### src/rtl/csi2tx_lane_distributor_pkg.sv
// rtl/csi2tx_lane_distributor_pkg.sv - shared constants and helpers for the CSI-2 TX lane distributor
package csi2tx_lane_distributor_pkg;

  localparam int CSI2TX_MAX_LANES     = 8;
  localparam int CSI2TX_HS_GAP_CYCLES = 4;

  localparam logic [1:0] LANES_1 = 2'd0;
  localparam logic [1:0] LANES_2 = 2'd1;
  localparam logic [1:0] LANES_4 = 2'd2;
  localparam logic [1:0] LANES_8 = 2'd3;

  localparam logic [1:0] ST_IDLE = 2'd0;
  localparam logic [1:0] ST_HS   = 2'd1;
  localparam logic [1:0] ST_GAP  = 2'd2;

  // Lane configurations wider than the physical lane count fall back to all lanes.
  function automatic logic [1:0] clamp_lane_cfg(input logic [1:0] cfg, input int max_lanes);
    int max_log;
    max_log = $clog2(max_lanes);
    return (int'(cfg) > max_log) ? 2'(max_log) : cfg;
  endfunction

endpackage

### src/rtl/csi2tx_lane_slicer.sv
// rtl/csi2tx_lane_slicer.sv - maps one slice of the beat buffer onto the active PPI lanes
module csi2tx_lane_slicer
  import csi2tx_lane_distributor_pkg::*;
#(
  parameter int  MAX_LANES = CSI2TX_MAX_LANES,
  localparam int SW        = (MAX_LANES > 1) ? $clog2(MAX_LANES) : 1,
  localparam int NBW       = $clog2(MAX_LANES) + 1
) (
  input  logic [8*MAX_LANES-1:0] beat,
  input  logic [1:0]             lane_log,
  input  logic [SW-1:0]          slice,
  input  logic                   last,
  input  logic [NBW-1:0]         nb,
  output logic [8*MAX_LANES-1:0] data,
  output logic [MAX_LANES-1:0]   mask
);

  int idx;

  always_comb begin
    data = '0;
    mask = '0;
    idx  = 0;
    for (int i = 0; i < MAX_LANES; i++) begin
      idx = (int'(slice) << lane_log) + i;
      // On the final beat only bytes below nb are real; the rest stay idle.
      if ((i < (1 << lane_log)) && (idx < MAX_LANES) && (!last || (idx < int'(nb)))) begin
        mask[i]          = 1'b1;
        data[8*i +: 8]   = beat[8*idx +: 8];
      end
    end
  end

endmodule

### src/rtl/csi2tx_lane_distributor.sv
// rtl/csi2tx_lane_distributor.sv - round-robin byte distributor from packet beats to D-PHY PPI lanes
module csi2tx_lane_distributor
  import csi2tx_lane_distributor_pkg::*;
#(
  parameter int  MAX_LANES  = CSI2TX_MAX_LANES,
  parameter int  GAP_CYCLES = CSI2TX_HS_GAP_CYCLES,
  localparam int SW         = (MAX_LANES > 1) ? $clog2(MAX_LANES) : 1,
  localparam int NBW        = $clog2(MAX_LANES) + 1,
  localparam int GW         = (GAP_CYCLES > 1) ? $clog2(GAP_CYCLES) : 1
) (
  input  logic                   txbyteclkhs,
  input  logic                   txbyteclkhs_rst_n,
  input  logic [1:0]             lane_cfg,
  input  logic                   in_valid,
  input  logic [8*MAX_LANES-1:0] in_data,
  input  logic                   in_last,
  input  logic [NBW-1:0]         in_nbytes,
  output logic                   in_ready,
  input  logic [MAX_LANES-1:0]   txreadyhs,
  output logic [MAX_LANES-1:0]   txrequesths,
  output logic [8*MAX_LANES-1:0] txdatahs,
  output logic                   busy,
  output logic                   underrun_err
);

  logic [1:0]             state;
  logic                   ready_en;
  logic [8*MAX_LANES-1:0] beat;
  logic                   beat_last;
  logic [NBW-1:0]         beat_nb;
  logic [1:0]             lane_log;
  logic [SW-1:0]          slice;
  logic [GW-1:0]          gap_cnt;

  logic [MAX_LANES-1:0]   mask;
  logic [8*MAX_LANES-1:0] slice_data;
  logic [NBW-1:0]         nb_eff;
  logic                   advance;
  logic                   final_slice;
  logic                   accept;
  int                     slices;

  csi2tx_lane_slicer #(.MAX_LANES(MAX_LANES)) u_slicer (
    .beat     (beat),
    .lane_log (lane_log),
    .slice    (slice),
    .last     (beat_last),
    .nb       (beat_nb),
    .data     (slice_data),
    .mask     (mask)
  );

  always_comb begin
    nb_eff = ((in_nbytes == '0) || (int'(in_nbytes) > MAX_LANES)) ? NBW'(MAX_LANES) : in_nbytes;
    slices = beat_last ? ((int'(beat_nb) + (1 << lane_log) - 1) >> lane_log)
                       : (MAX_LANES >> lane_log);
    final_slice = (int'(slice) == (slices - 1));
    advance     = (state == ST_HS) && ((txreadyhs & mask) == mask);
    // Next beat is taken exactly as the current one drains, so no bubble appears on the lanes.
    in_ready    = ((state == ST_IDLE) && ready_en) || (advance && final_slice && !beat_last);
    accept      = in_valid && in_ready;
    txrequesths = (state == ST_HS) ? mask : '0;
    txdatahs    = (state == ST_HS) ? slice_data : '0;
    busy        = (state != ST_IDLE);
    underrun_err = advance && final_slice && !beat_last && !in_valid;
  end

  always_ff @(posedge txbyteclkhs or negedge txbyteclkhs_rst_n) begin
    if (!txbyteclkhs_rst_n) begin
      state     <= ST_IDLE;
      ready_en  <= 1'b0;
      beat      <= '0;
      beat_last <= 1'b0;
      beat_nb   <= '0;
      lane_log  <= '0;
      slice     <= '0;
      gap_cnt   <= '0;
    end else begin
      ready_en <= 1'b1;
      if (accept) begin
        beat      <= in_data;
        beat_last <= in_last;
        beat_nb   <= nb_eff;
        slice     <= '0;
        state     <= ST_HS;
        if (state == ST_IDLE) begin
          lane_log <= clamp_lane_cfg(lane_cfg, MAX_LANES);
        end
      end else begin
        case (state)
          ST_HS: begin
            if (advance && !final_slice) begin
              slice <= slice + 1'b1;
            end else if (advance && beat_last) begin
              state   <= ST_GAP;
              gap_cnt <= '0;
            end
          end
          ST_GAP: begin
            if (gap_cnt == GW'(GAP_CYCLES - 1)) begin
              state <= ST_IDLE;
            end else begin
              gap_cnt <= gap_cnt + 1'b1;
            end
          end
          ST_IDLE: ;
          default: state <= ST_IDLE;
        endcase
      end
    end
  end

endmodule

### config.mk
export PLATFORM = sky130hd
export DESIGN_NAME = csi2tx_lane_distributor
export DESIGN_NICKNAME = d
export VERILOG_FILES = /design/src/rtl/csi2tx_lane_distributor_pkg.sv /design/src/rtl/csi2tx_lane_slicer.sv /design/src/rtl/csi2tx_lane_distributor.sv
export SDC_FILE = /design/constraint.sdc
export NUM_CORES = 1
export LEC_CHECK = 0
export CORE_ASPECT_RATIO = 1.5
export CORE_MARGIN = 1.5
export CORE_UTILIZATION = 47
export CTS_CLUSTER_DIAMETER = 60
export DETAILED_ROUTE_END_ITERATION = 10
export PLACE_DENSITY = 0.81
export SETUP_SLACK_MARGIN = 0.15
export SYNTH_ARGS = -nofsm -noshare
export SYNTH_HDL_FRONTEND = slang
export SYNTH_HIERARCHICAL = 1
export SYNTH_SLANG_ARGS = --single-unit
### constraint.sdc
create_clock -name txbyteclkhs -period 6.2 [get_ports txbyteclkhs]
set_input_delay 1.55 -clock txbyteclkhs [delete_from_list [all_inputs] [get_ports txbyteclkhs]]
set_output_delay 1.55 -clock txbyteclkhs [all_outputs]
set_load 0.01 [all_outputs]
==> results.ini <==
[floorplan]
die_w_um = 113
io_pins = 157
die_area_um2 = 19100
fp.coreArea_um2 = 17900
placementRows = 60
initial_utilization_pct = 47.9
die-height_um = 169

[cts]
root_buffer = clkbuf_16
htree_levels = 3
cts_buffer_depth = 2
cts-buffers-inserted = 9
cts_sinks = 79
cts.clk_slew.worst_paths_ns = 0.07
clock_latency_ns = 0.36
cts_tree = done

[yosys]
synth_fp_nets = 1155
ys_warn_count = 6
synth_seq_cells = 79
synth-main-ff-cell = dfrtp_1
synth_edf_count = 0
seq_area_frac_synth_pct = 23.0
async_flop_share_pct = 100
syn_inst = 1030
synth_cell_types = 83
synth_area_um2 = 8590
avgSynthCellArea_um2 = 8.34

[timing]
tightest_slew_ns = 1.01
fin_worst_skew_ns = 0.0227
final-hold-violation-count = 0
fmax_ghz = 0.163
maxSlewHeadroom_pct = 32.4
rsz0062_at_grt = true
slew_viol_final = 0
setup_viol = 0
min_period_over_period_pct = 98.7
fin_crit_ns = 6.12

[critical_path]
crit_top_cell = inv_1
cp_max_fo = 8
worstSetupPathType = flip-flop to primary output
startpoint_type = flip-flop
worstPathRequired_ns = 4.65
slowest_delay_ns = 0.47
critPathSlowestCell = clkdlybuf4s50_1
worst_setup_path_end_kind = primary output
cp_top_family = buffers and inverters
path_cells = mux2i_2, o21a_1, inv_2, buf_6, ha_1, nor2b_1, a32o_1, nor3_4, inv_1, ha_1, a221o_1, nor3b_2, nand3_4, buf_4, inv_1, inv_1, o22ai_2, nor4_2, nand3b_1, nand2_1, clkdlybuf4s50_1
worstPathArrival_ns = 4.57
crit_buf_inv = 7

[detailed_routing]
drc = 0
firstDrtPassIters = 8
wl_per_cell_um = 22.2
ant_nets = 0
vias = 9190
viasPerCell = 6.60
drtIter0Drc = 1149
drt_wl_total_um = 30900

[final_layout]
mostFrequentLayoutCells = clkdlybuf4s50_1 (147), nand3_1 (101), dfrtp_1 (77), mux2_2 (72), and2_1 (71)
antenna_cells = 0
final_area_um2 = 11100
synthToLayoutAreaGrowth_pct = 29.2
nets = 1295
final_common_cell = clkdlybuf4s50_1
drive_above_1_share_pct = 19.5
nFillCells = 1510

[place]
dpl_cell_area_um2 = 10300
place_hpwl_um = 21900
port_buffers = 156
gp_congestion = 1.01

[global_route]
grt_usage_pct = 31.6
grt_pass1_wl_um = 47300
grt.overflow.total = 0
grt_start_max_net_pins = 80
grt_pass1_vias = 8795
antenna_found_initial = 0

[job]
cap_violations = 0

[run_status]
status = complete, no violations

[hold_path]
hp-class = flip-flop to flip-flop

[routing by layer]
layer / GRT usage [%] / up-vias / routed length, µm
met4: 21.8 / 0 / 2620
met1: 36.7 / 4297 / 10800
met5: 0 / - / 0
met3: 4.40 / 196 / 2670
met2: 53.4 / 641 / 14800
li1: - / 4056 / -
[final timing paths]
| kind | startpoint | end | slack (ns) | cells past startpoint |
|---|---|---|---|---|
| max | lane_log[1] | in_ready | 0.08 | 21 |
| min | state[0] | state[0] | 0.51 | 1 |
| max reg2reg | lane_log[0] | beat[49] | 0.96 | 18 |
| min reg2reg | state[0] | state[0] | 0.51 | 1 |
| max in group asynchronous | txbyteclkhs_rst_n | lane_log[1] | 4.13 | 1 |
| min in group asynchronous | txbyteclkhs_rst_n | beat[17] | 1.36 | 1 |
[registers in the layout, summed over array words and instances (netlist names)]
signal	cells
beat_nb	4
ready_en	1
beat	64
beat_last	1
slice	3
state	2
gap_cnt	2
lane_log	2
[cells by family (layout without fill, tap and decap cells)]
family          count (synthesis)  in the layout  share of synthesized area (%)
xor+xnor                       18             18                           2.05
other cells                     1              1                         0.0437
mux                           129            129                           16.6
fa+ha+maj                      43             43                           6.35
buf+inv                       144            289                           7.30
flops                          79             79                           23.0
simple gates                  355            355                           21.8
compound gates                261            261                           22.9
[timing repair]
action                     4_1_cts  5_1_grt
gates resized for setup         23       49
buffers inserted                 8       15
hold buffers                     0        0
pin swaps                        4       10
setup endpoints to repair       22       22
[cell type report]
cell class,count,area [µm²],area share [%]
clock buffers,9,225,2.03
clock inverters,7,77.6,0.699
multi-input cells,807,6250,56.3
inverters,57,221,2.00
repair buffers,216,2070,18.7
well taps,217,272,2.45
flip-flops and latches,79,1980,17.8
[metrics by stage]
stage	setup TNS (ns)	hold WS [ns]	utilization, %	instances	worst slack [ns]
floorplan	0	0.478	-	1030	0.184
global placement	0	0.499	57.4	1353	0.331
detailed placement	0	0.507	57.4	1353	0.241
CTS	0	0.523	59.9	1377	0.0898
global route	-0.0583	0.570	61.8	1392	-0.0583
finish	0	0.514	61.8	1392	0.0781
[synthesized netlist by cell type (3+ instances only)]
master     number  area share (%)
a2111oi_0       6            0.61
a211oi_1        3            0.26
a21boi_0        8            0.70
a21oi_1        34             2.0
a21oi_2        16             1.6
a221o_1         3            0.35
a221oi_1       20             2.0
a221oi_2        5            0.87
a222oi_1        8            0.93
a22o_1         48             4.9
a31oi_1         6            0.44
and2_1         71             5.2
and3_1          3            0.22
and3b_1         4            0.41
buf_1           7            0.31
buf_2          28             1.6
buf_4           7            0.61
buf_6           3            0.39
clkbuf_1       42             1.8
dfrtp_1        79              23
ha_1           42             6.1
inv_1          53             2.3
mux2_2         73             9.6
mux2i_1        51             5.9
nand2_1        65             2.8
nand2b_1       11            0.80
nand3_1       102             5.9
nand3b_1        7            0.61
nand4_1         3            0.22
nor2_1         45             2.0
nor2b_1        16             1.2
nor3_1          7            0.41
nor3b_1         3            0.26
o211a_1         3            0.35
o211ai_1        3            0.26
o21a_1          6            0.52
o21ai_0        54             3.1
o21ai_1         3            0.17
o22ai_1         8            0.58
or3_1           3            0.22
xnor2_1        10             1.0
xor2_1          7            0.71
Power is not shown: default switching activity piles up to over one toggle a cycle in this logic, so the estimate is an artifact.
